**config.mk**
```make
export PLATFORM = sky130hd
export DESIGN_NAME = flash_arb_flat
export DESIGN_NICKNAME = d
export VERILOG_FILES = /design/src/rtl/flash_arb_pkg.sv /design/src/rtl/flash_arb_if.sv /design/src/rtl/flash_arb.sv /design/src/flat_wrapper.sv
export SDC_FILE = /design/constraint.sdc
export NUM_CORES = 1
export LEC_CHECK = 0
export BUFFER_PORTS_ARGS = -buffer_cell sky130_fd_sc_hd__buf_2
export CAP_MARGIN = 25
export CORE_MARGIN = 2
export CORE_UTILIZATION = 30
export DETAILED_ROUTE_END_ITERATION = 8
export SKIP_CTS_REPAIR_TIMING = 1
export SYNTH_ARGS = -nofsm -noshare
export SYNTH_HDL_FRONTEND = slang
export SYNTH_SLANG_ARGS = --single-unit
```
**constraint.sdc**
```tcl
create_clock -name clk -period 2.21 [get_ports clk]
set_clock_uncertainty 0.1 [all_clocks]
set_input_delay 0.442 -clock clk [delete_from_list [all_inputs] [get_ports clk]]
set_output_delay 0.442 -clock clk [all_outputs]
set_load 0.1 [all_outputs]
```
**src/rtl/flash_arb_pkg.sv**
```systemverilog
// Shared types for the SPI flash byte-stream arbiter: FSM states, the
// per-requester transfer bundle and the default end-of-transaction format.
package flash_arb_pkg;

    typedef enum logic [2:0] {
        IDLE,
        OWN,
        DRAIN,
        CLOSE,
        GAP
    } state_t;

    localparam logic [2:0] END_FMT_DEFAULT = 3'd0;

    typedef struct packed {
        logic       wr;
        logic [7:0] dout;
        logic [2:0] format;
        logic [3:0] rate;
    } xfer_t;

endpackage

```
**src/rtl/flash_arb_if.sv**
```systemverilog
// Byte-stream port bundles: flash_req_if is one requester's link to the
// arbiter, flash_dev_if is the arbiter's link to sflash.
interface flash_req_if;
    logic       req;
    logic       gnt;
    logic       wr;
    logic [7:0] dout;
    logic [2:0] format;
    logic [3:0] rate;
    logic       ready;
    logic [7:0] din;

    modport master (output req, wr, dout, format, rate, input gnt, ready, din);
    modport slave  (input req, wr, dout, format, rate, output gnt, ready, din);
endinterface

interface flash_dev_if;
    logic       ready;
    logic       wr;
    logic       who;
    logic [7:0] dout;
    logic [2:0] format;
    logic [3:0] rate;
    logic [7:0] din;

    modport master (input ready, din, output wr, who, dout, format, rate);
    modport slave  (output ready, din, input wr, who, dout, format, rate);
endinterface

```
**src/rtl/flash_arb.sv**
```systemverilog
// Two-requester SPI flash arbiter: whole-transaction ownership, CLOSE strobe
// on release, inter-transaction gap and an idle-owner timeout with lockout.
module flash_arb
    import flash_arb_pkg::*;
#(
    parameter int unsigned GAP_CYCLES = 2,
    parameter int unsigned TO_BITS    = 12,
    parameter logic [2:0]  END_FMT    = END_FMT_DEFAULT
) (
    input  logic        clk,
    input  logic        arstn,
    flash_req_if.slave  r0,
    flash_req_if.slave  r1,
    flash_dev_if.master f,
    output logic [1:0]  to_err,
    input  logic        err_clr
);

    localparam int unsigned GW = (GAP_CYCLES > 1) ? $clog2(GAP_CYCLES) : 1;
    localparam logic [TO_BITS-1:0] TO_ALMOST = ~TO_BITS'(1);

    function automatic xfer_t pick(input logic sel, input xfer_t a, input xfer_t b);
        return sel ? b : a;
    endfunction

    state_t             state, state_nxt;
    logic               owner, last, win, grant;
    logic [1:0]         blocked, req_vec, elig, gnt_vec, set_err;
    logic [TO_BITS-1:0] to_cnt;
    logic [GW-1:0]      gap_cnt;
    logic [3:0]         rate_q;
    logic               own_req, own_wr, idle_inc, to_fire;
    xfer_t              x0, x1, xo;

    assign x0 = '{wr: r0.wr, dout: r0.dout, format: r0.format, rate: r0.rate};
    assign x1 = '{wr: r1.wr, dout: r1.dout, format: r1.format, rate: r1.rate};
    assign xo = pick(owner, x0, x1);

    assign req_vec  = {r1.req, r0.req};
    assign elig     = req_vec & ~blocked;
    assign own_req  = owner ? r1.req : r0.req;
    assign own_wr   = (state == OWN) && xo.wr;
    assign idle_inc = (state == OWN) && f.ready && !xo.wr;
    // A released owner is a normal release even if its counter is about to expire.
    assign to_fire  = idle_inc && own_req && (to_cnt == TO_ALMOST);
    assign set_err  = to_fire ? (owner ? 2'b10 : 2'b01) : 2'b00;
    assign gnt_vec  = (state == OWN) ? (owner ? 2'b10 : 2'b01) : 2'b00;

    assign r0.gnt   = gnt_vec[0];
    assign r1.gnt   = gnt_vec[1];
    assign r0.ready = f.ready && gnt_vec[0];
    assign r1.ready = f.ready && gnt_vec[1];
    assign r0.din   = f.din;
    assign r1.din   = f.din;
    assign f.who    = owner;

    always_comb begin
        state_nxt = state;
        grant     = 1'b0;
        win       = owner;
        unique case (state)
            IDLE: begin
                if (elig != 2'b00) begin
                    grant     = 1'b1;
                    win       = (elig == 2'b11) ? ~last : elig[1];
                    state_nxt = OWN;
                end
            end
            OWN: begin
                if (!own_req || to_fire) state_nxt = DRAIN;
            end
            DRAIN: begin
                if (f.ready) state_nxt = CLOSE;
            end
            CLOSE: state_nxt = GAP;
            GAP: begin
                if (gap_cnt == GW'(GAP_CYCLES - 1)) state_nxt = IDLE;
            end
            default: state_nxt = IDLE;
        endcase
    end

    always_comb begin
        f.wr     = 1'b0;
        f.dout   = '0;
        f.format = END_FMT;
        f.rate   = rate_q;
        unique case (state)
            OWN: begin
                f.wr     = xo.wr;
                f.dout   = xo.dout;
                f.format = xo.format;
                f.rate   = xo.rate;
            end
            CLOSE: f.wr = 1'b1;
            default: ;
        endcase
    end

    always_ff @(posedge clk or negedge arstn) begin
        if (!arstn) begin
            state   <= IDLE;
            owner   <= 1'b0;
            last    <= 1'b1;
            blocked <= '0;
            to_err  <= '0;
            to_cnt  <= '0;
            gap_cnt <= '0;
            rate_q  <= '0;
        end else begin
            state <= state_nxt;
            if (grant) begin
                owner <= win;
                last  <= win;
            end
            if (grant || own_wr)
                to_cnt <= '0;
            else if (idle_inc && to_cnt != '1)
                to_cnt <= to_cnt + TO_BITS'(1);
            gap_cnt <= (state == GAP) ? gap_cnt + GW'(1) : '0;
            if (state == OWN) rate_q <= xo.rate;
            blocked <= (blocked & req_vec) | set_err;
            to_err  <= (err_clr ? 2'b00 : to_err) | set_err;
        end
    end

endmodule
```
**src/flat_wrapper.sv**
```systemverilog
// flat-port wrapper written by rule: the top's interface ports become plain ports
module flash_arb_flat import flash_arb_pkg::*;
#(
    parameter int unsigned GAP_CYCLES = 2,
    parameter int unsigned TO_BITS    = 12,
    parameter logic [2:0]  END_FMT    = END_FMT_DEFAULT
)
  (clk, arstn, to_err, err_clr, r0_req, r0_wr, r0_dout, r0_format, r0_rate, r0_gnt, r0_ready, r0_din, r1_req, r1_wr, r1_dout, r1_format, r1_rate, r1_gnt, r1_ready, r1_din, f_ready, f_din, f_wr, f_who, f_dout, f_format, f_rate);
  flash_req_if r0_i ();
  flash_req_if r1_i ();
  flash_dev_if f_i ();
  input  logic clk;
  input  logic arstn;
  output logic [1:0] to_err;
  input  logic err_clr;
  input wire logic [$bits(r0_i.req)-1:0] r0_req;
  input wire logic [$bits(r0_i.wr)-1:0] r0_wr;
  input wire logic [$bits(r0_i.dout)-1:0] r0_dout;
  input wire logic [$bits(r0_i.format)-1:0] r0_format;
  input wire logic [$bits(r0_i.rate)-1:0] r0_rate;
  output wire logic [$bits(r0_i.gnt)-1:0] r0_gnt;
  output wire logic [$bits(r0_i.ready)-1:0] r0_ready;
  output wire logic [$bits(r0_i.din)-1:0] r0_din;
  input wire logic [$bits(r1_i.req)-1:0] r1_req;
  input wire logic [$bits(r1_i.wr)-1:0] r1_wr;
  input wire logic [$bits(r1_i.dout)-1:0] r1_dout;
  input wire logic [$bits(r1_i.format)-1:0] r1_format;
  input wire logic [$bits(r1_i.rate)-1:0] r1_rate;
  output wire logic [$bits(r1_i.gnt)-1:0] r1_gnt;
  output wire logic [$bits(r1_i.ready)-1:0] r1_ready;
  output wire logic [$bits(r1_i.din)-1:0] r1_din;
  input wire logic [$bits(f_i.ready)-1:0] f_ready;
  input wire logic [$bits(f_i.din)-1:0] f_din;
  output wire logic [$bits(f_i.wr)-1:0] f_wr;
  output wire logic [$bits(f_i.who)-1:0] f_who;
  output wire logic [$bits(f_i.dout)-1:0] f_dout;
  output wire logic [$bits(f_i.format)-1:0] f_format;
  output wire logic [$bits(f_i.rate)-1:0] f_rate;
  assign r0_i.req = r0_req;
  assign r0_i.wr = r0_wr;
  assign r0_i.dout = r0_dout;
  assign r0_i.format = r0_format;
  assign r0_i.rate = r0_rate;
  assign r0_gnt = r0_i.gnt;
  assign r0_ready = r0_i.ready;
  assign r0_din = r0_i.din;
  assign r1_i.req = r1_req;
  assign r1_i.wr = r1_wr;
  assign r1_i.dout = r1_dout;
  assign r1_i.format = r1_format;
  assign r1_i.rate = r1_rate;
  assign r1_gnt = r1_i.gnt;
  assign r1_ready = r1_i.ready;
  assign r1_din = r1_i.din;
  assign f_i.ready = f_ready;
  assign f_i.din = f_din;
  assign f_wr = f_i.wr;
  assign f_who = f_i.who;
  assign f_dout = f_i.dout;
  assign f_format = f_i.format;
  assign f_rate = f_i.rate;
  flash_arb #(.GAP_CYCLES(GAP_CYCLES), .TO_BITS(TO_BITS), .END_FMT(END_FMT)) u_core (.clk(clk), .arstn(arstn), .r0(r0_i), .r1(r1_i), .f(f_i), .to_err(to_err), .err_clr(err_clr));
endmodule
```
==> summary.txt, run 1 <==
Worst setup path
  • Critical path's largest stage delay: 470 ps
  • Crit path launch type: flop
  • Critical Path AT: 1650 ps
  • Cell Chain, Critical Path: or3b_4, buf_4, o21ai_4, buf_12
  • CP required: 1670 ps
  • CP max FO: 5
  • Slowest cell on crit path: or3b_4
  • Worst Setup End Kind: output port
  • CP top delay family: simple AND/OR/NAND/NOR gates
  • Worst setup path category: flop to output port
  • WP buf/inv: 2

Die
  • Row count: 27
  • Die width: 80.0 microns
  • Initial core utilization: 31.3%
  • Ports: 85
  • Die area: 6400 sq um
  • DIE HEIGHT: 80.0 microns
  • Core area: 5540 sq um

Detailed routing
  • Post-route ant nets: 0
  • DR vias: 1580
  • Per-cell routed wire length: 14.2 microns
  • Avg Vias per Cell: 4.95
  • DRC viols: 0
  • Initial detailed-routing violation count: 48
  • Routed WL: 4.52 mm
  • Detailed Routing Iterations Pass 1: 4

Pwr
  • VDD IR max: 1.24 mV
  • Pwr/cell area: 1640 nW/um^2
  • Leak: 1.16 nW

Synthesis
  • Ys Warns: 0
  • Synth Instances: 190
  • Async SR Flop Fraction: 100%
  • Number of synthesized register bits: 26
  • EDFF count, synth: 0
  • Syn avg cell area: 9.11 sq um
  • Syn_nets: 238
  • Top_reg_cell synth: dfrtp_1
  • Post-synthesis cell type count: 46
  • Share of the yosys chip area belonging to registers: 37.6%
  • Mapped Area: 1730 sq um

Placement
  • DPL Wire Length: 3.39 mm
  • Pre-CTS setup slack: 167 ps
  • Final GP Congestion: 0.772
  • # port buffers: 60

Clock tree
  • Clock Root Buffer: clkbuf_8
  • H-tree depth: 1
  • CTS sink cnt: 26
  • Number of CTS-inserted buffers: 3
  • CTS tree: yes
  • Reg clk slew, reported paths: 100 ps
  • Clock Tree Buf Depth: 2
  • Worst skew pair latency: 270 ps

Global routing
  • Total track usage: 14.8%
  • Vias in the first global route: 1594
  • Overflow after GRT: 0
  • Global-route wire length before repair: 7.66 mm
  • Initial antenna violation count: 0
  • Largest net degree at the start of global routing: 27

Timing
  • Slew HR: 60.1%
  • Final hold vios: 0
  • Min cycle time layout: 2190 ps
  • Fmax: 456 MHz
  • PnR worst setup slack: 16.2 ps
  • Worst Tran Pin Value: 599 ps
  • RSZ-0062 raised after global routing: true
  • Final worst-path cycle share: 99.3%
  • Slew Viols, Final: 0
  • Setup violators final: 0

Cells and area
  • Most frequent cells in the layout: 41 x buf_2, 24 x dfrtp_1, 22 x mux2i_1, 20 x buf_12, 12 x nor2_4
  • Share of layout cells above drive strength 1: 44.5%
  • Final core occ: 46.8%
  • Nets@finish: 296
  • Commonest non-fill, non-tap cell in the layout: buf_2
  • Area delta synth->final: 49.9%
  • Ant diodes: 0

Job
  • Max Cap Viol: 0

Worst hold path
  • Worst hold path class: input port to async pin

Run status
  • Status: complete, no violations
worst register-to-register path, stage by stage (launching register included):
cell	delay [ps]
dfrtp_1	400
buf_4	170
nor3b_4	270
buf_4	190
nand3_2	140
or4_1	530
a21oi_1	160
cell type report:
cell class / count / area (sq um)
Clock buffer: 4 / 45.0
Fill cell: 536 / 2950
Inverter: 4 / 15.0
Multi-Input combinational cell: 139 / 1070
Sequential cell: 26 / 656
Tap cell: 72 / 90.1
Timing Repair Buffer: 74 / 718
where the power goes:
part	total, W	leakage [nW]	switching (W)	internal (W)
Sequential	0.000650	0.345	0.0000679	0.000582
Clock	0.000282	0.0228	0.000153	0.000129
Combinational	0.00333	0.788	0.00214	0.00119
stage by stage:
step	setup TNS, ps	hold slack, ps	total power, W	std cells	instance area, sq um
final	0	59.5	0.00426	319	2590
after CTS	-1190	90.5	0.00412	311	2510
after global placement	0	308	0.00381	307	2470
after floorplan	-438	46.4	0.00301	190	1900
after detailed placement	0	312	0.00384	307	2470
after global routing	-240	117	0.00444	319	2590
state kept, by name (all words and copies together), names as in the netlist:
signal          cells
u_core.f.who        1
u_core.blocked      2
u_core.state        3
u_core.to_cnt      12
u_core.gap_cnt      1
u_core.to_err       2
u_core.rate_q       4
u_core.last         1
final timing paths:
path / startpoint / to / slack, ps / cells past startpoint
max: u_core.state[1] / f_rate[2] / 20 / 4
min: arstn / u_core.to_cnt[8] / 60 / 1
max reg2reg: u_core.state[1] / u_core.to_cnt[10] / 180 / 6
min reg2reg: u_core.gap_cnt / u_core.gap_cnt / 330 / 1
max in group asynchronous: arstn / u_core.f.who / 1490 / 1
min in group clk: err_clr / u_core.to_err[1] / 290 / 2
kinds of logic after synthesis:
| kind of cell | synth area share, % |
|---|---|
| compound gates | 12.9 |
| simple gates | 25.3 |
| flops | 37.6 |
| buf+inv | 9.39 |
| mux | 13.4 |
| fa+ha+maj | 1.44 |
per-layer routing:
layer,global-route usage (%),wire [microns],up-vias
met5,0,0,-
met3,1.70,83,2
met2,25.8,2410,19
li1,-,-,797
met4,3.22,31,0
met1,19.6,2000,762
cells in the mapped netlist (2+ instances only):
cell type  number  area (sq um)
a21oi_1         9          45.0
a31oi_1         2          12.5
and3_1          3          18.8
buf_1           2          7.51
buf_4          17           128
clkbuf_1        2          7.51
dfrtp_1        25           626
ha_1            2          25.0
inv_1           4          15.0
mux2i_1        22           220
nand2_1        12          45.0
nand2b_1        3          18.8
nand3_1        10          50.1
nand4_1         5          31.3
nor2_1         17          63.8
nor2b_1         2          12.5
nor3_1          5          25.0
nor4_1          2          12.5
o21ai_0         9          45.0
o22ai_1         2          12.5
o31ai_1         5          37.5
o41ai_1         2          17.5
or2_2           2          12.5
or3_1           2          12.5
or4_1           3          22.5
(Power assumes the default switching activity.)
==> run 2: changes to the inputs <==
--- a/config.mk
+++ b/config.mk
@@ -7,9 +7,12 @@
 export LEC_CHECK = 0
 export BUFFER_PORTS_ARGS = -buffer_cell sky130_fd_sc_hd__buf_2
 export CAP_MARGIN = 25
+export CELL_PAD_IN_SITES_DETAIL_PLACEMENT = 0
+export CELL_PAD_IN_SITES_GLOBAL_PLACEMENT = 2
 export CORE_MARGIN = 2
-export CORE_UTILIZATION = 30
+export CORE_UTILIZATION = 25
 export DETAILED_ROUTE_END_ITERATION = 8
+export PLACE_DENSITY_LB_ADDON = 0.1
 export SKIP_CTS_REPAIR_TIMING = 1
 export SYNTH_ARGS = -nofsm -noshare
 export SYNTH_HDL_FRONTEND = slang
==> summary.txt, run 2 (synthesized netlist as in run 1, its figures left out) <==
Global routing
  • Global-route wire length before repair: 8.16 mm (was 7.66 mm)
  • Vias in the first global route: 1733 (was 1594)
  • Overflow after GRT: 0 (unchanged)
  • Largest net degree at the start of global routing: 27 (unchanged)
  • Total track usage: 13.5% (was 14.8%)
  • Initial antenna violation count: 0 (unchanged)

Die
  • DIE HEIGHT: 87.2 microns (was 80.0 microns)
  • Core area: 6760 sq um (was 5540 sq um)
  • Initial core utilization: 25.6% (was 31.3%)
  • Die width: 87.2 microns (was 80.0 microns)
  • Ports: 85 (unchanged)
  • Row count: 30 (was 27)
  • Die area: 7610 sq um (was 6400 sq um)

Cells and area
  • Area delta synth->final: 53.0% (was 49.9%)
  • Nets@finish: 299 (was 296)
  • Largest regs: u_core.to_cnt (12), u_core.rate_q (4), u_core.state (3) (unchanged)
  • Most frequent cells in the layout: 40 x buf_2, 24 x dfrtp_1, 20 x mux2i_1, 20 x buf_12, 15 x buf_4 (was 41 x buf_2, 24 x dfrtp_1, 22 x mux2i_1, 20 x buf_12, 12 x nor2_4)
  • Commonest non-fill, non-tap cell in the layout: buf_2 (unchanged)
  • Fill cell count: 686 (was 536)
  • Share of layout cells above drive strength 1: 46.0% (was 44.5%)
  • Ant diodes: 0 (unchanged)
  • Largest register FFs: 12 (unchanged)
  • Fin cells: 330 (was 319)
  • Top reg by flops: u_core.to_cnt (unchanged)

Timing
  • Setup violators final: 0 (unchanged)
  • RSZ-0062 raised after global routing: true (unchanged)
  • Fmax: 454 MHz (was 456 MHz)
  • Worst Tran Pin Value: 614 ps (was 599 ps)
  • Final hold vios: 0 (unchanged)
  • Slew HR: 59.1% (was 60.1%)
  • Final worst-path cycle share: 99.7% (was 99.3%)
  • Slew Viols, Final: 0 (unchanged)
  • Hold slack: 70.8 ps (was 59.5 ps)
  • Min cycle time layout: 2200 ps (was 2190 ps)

Detailed routing
  • DRC viols: 0 (unchanged)
  • Avg Vias per Cell: 4.88 (was 4.95)
  • Per-cell routed wire length: 14.7 microns (was 14.2 microns)
  • Initial detailed-routing violation count: 37 (was 48)
  • Routed WL: 4.85 mm (was 4.52 mm)
  • Post-route ant nets: 0 (unchanged)
  • Detailed Routing Iterations Pass 1: 5 (was 4)
  • DR vias: 1611 (was 1580)

Run status
  • Status: complete, no violations (unchanged)

Clock tree
  • H-tree depth: 1 (unchanged)
  • Reg clk slew, reported paths: 90 ps (was 100 ps)
  • CTS tree: yes (unchanged)
  • Worst skew pair latency: 270 ps (about the same)
  • CTS sink cnt: 26 (unchanged)
  • Clock Root Buffer: clkbuf_8 (unchanged)
  • Clock Tree Buf Depth: 2 (unchanged)
  • Number of CTS-inserted buffers: 3 (unchanged)

Worst setup path
  • CP required: 1670 ps (about the same)
  • Critical Path AT: 1660 ps (was 1650 ps)
  • CP max FO: 6 (was 5)
  • Worst Setup End Kind: output port (unchanged)
  • Worst setup path category: flop to output port (unchanged)
  • Crit path from: u_core.state[1] (unchanged)
  • Crit path launch type: flop (unchanged)
  • R2R Path Start: u_core.state[1] (unchanged)

Pwr
  • Pwr/cell area: 1640 nW/um^2 (about the same)
  • Leak: 1.16 nW (about the same)
  • VDD IR max: 1.20 mV (was 1.24 mV)

Placement
  • Cell count after placement: 320 (was 307)
  • DPL Wire Length: 3.78 mm (was 3.39 mm)
  • Final GP Congestion: 0.689 (was 0.772)
  • # port buffers: 60 (unchanged)

Worst hold path
  • Worst hold path class: input port to async pin (unchanged)

Job
  • Max Cap Viol: 0 (unchanged)
-- run 2: metrics by stage --
| stage | setup WS [ps] | instance area [sq um] | total power [W] | setup TNS, ps | util [%] |
|---|---|---|---|---|---|
| finish | 7.00 | 2650 | 0.00435 | 0 | 39.2 |
| global route | -86.5 | 2650 | 0.00458 | -955 | 39.2 |
| CTS | -104 | 2570 | 0.00427 | -1130 | 38.1 |
| detailed placement | 205 | 2520 | 0.00394 | 0 | 37.3 |
| global placement | 216 | 2520 | 0.00394 | 0 | 37.3 |
| floorplan | -198 | 1900 | 0.00301 | -438 | - |
-- run 2: layout make-up --
class                      count  area (sq um)  share of cell area [%]
inverter                       4          15.0                   0.567
timing repair buffer          77           736                    27.8
clock buffer                   4          55.1                    2.08
tap                           80           100                    3.78
multi-input combinational    139          1090                    41.0
sequential                    26           656                    24.8
-- run 2: report_power, final --
part | internal [W] | total (W) | switching (W)
Combinational | 0.00123 | 0.00338 | 0.00215
Clock | 0.000159 | 0.000317 | 0.000157
Sequential | 0.000582 | 0.000651 | 0.0000685
-- run 2: worst paths after layout --
kind / end / slack [ps] / depth (start not counted)
worst max register to register: u_core.to_cnt[11] / 160 / 6
worst min-delay path: u_core.to_cnt[9] / 70 / 1
worst max-delay path: f_rate[0] / 7 / 4
min in group clk: u_core.to_err[1] / 280 / 2
max in group asynchronous: u_core.f.who / 1490 / 1
worst min register to register: u_core.gap_cnt / 320 / 1
-- run 2: worst max-delay path: stages (launching register included) --
cell and delay [ps]:
dfrtp_1 400, or3b_4 460, buf_4 180, o21ai_4 150
buf_12 190
-- run 2: per-layer routing --
metal / global-route usage, % / wire length [microns] / vias up
met5: 0 / 0 / -
met4: 1.96 / 56 / 0
met3: 4.83 / 384 / 10
met2: 24.9 / 2480 / 55
met1: 15.1 / 1930 / 746
li1: - / - / 800
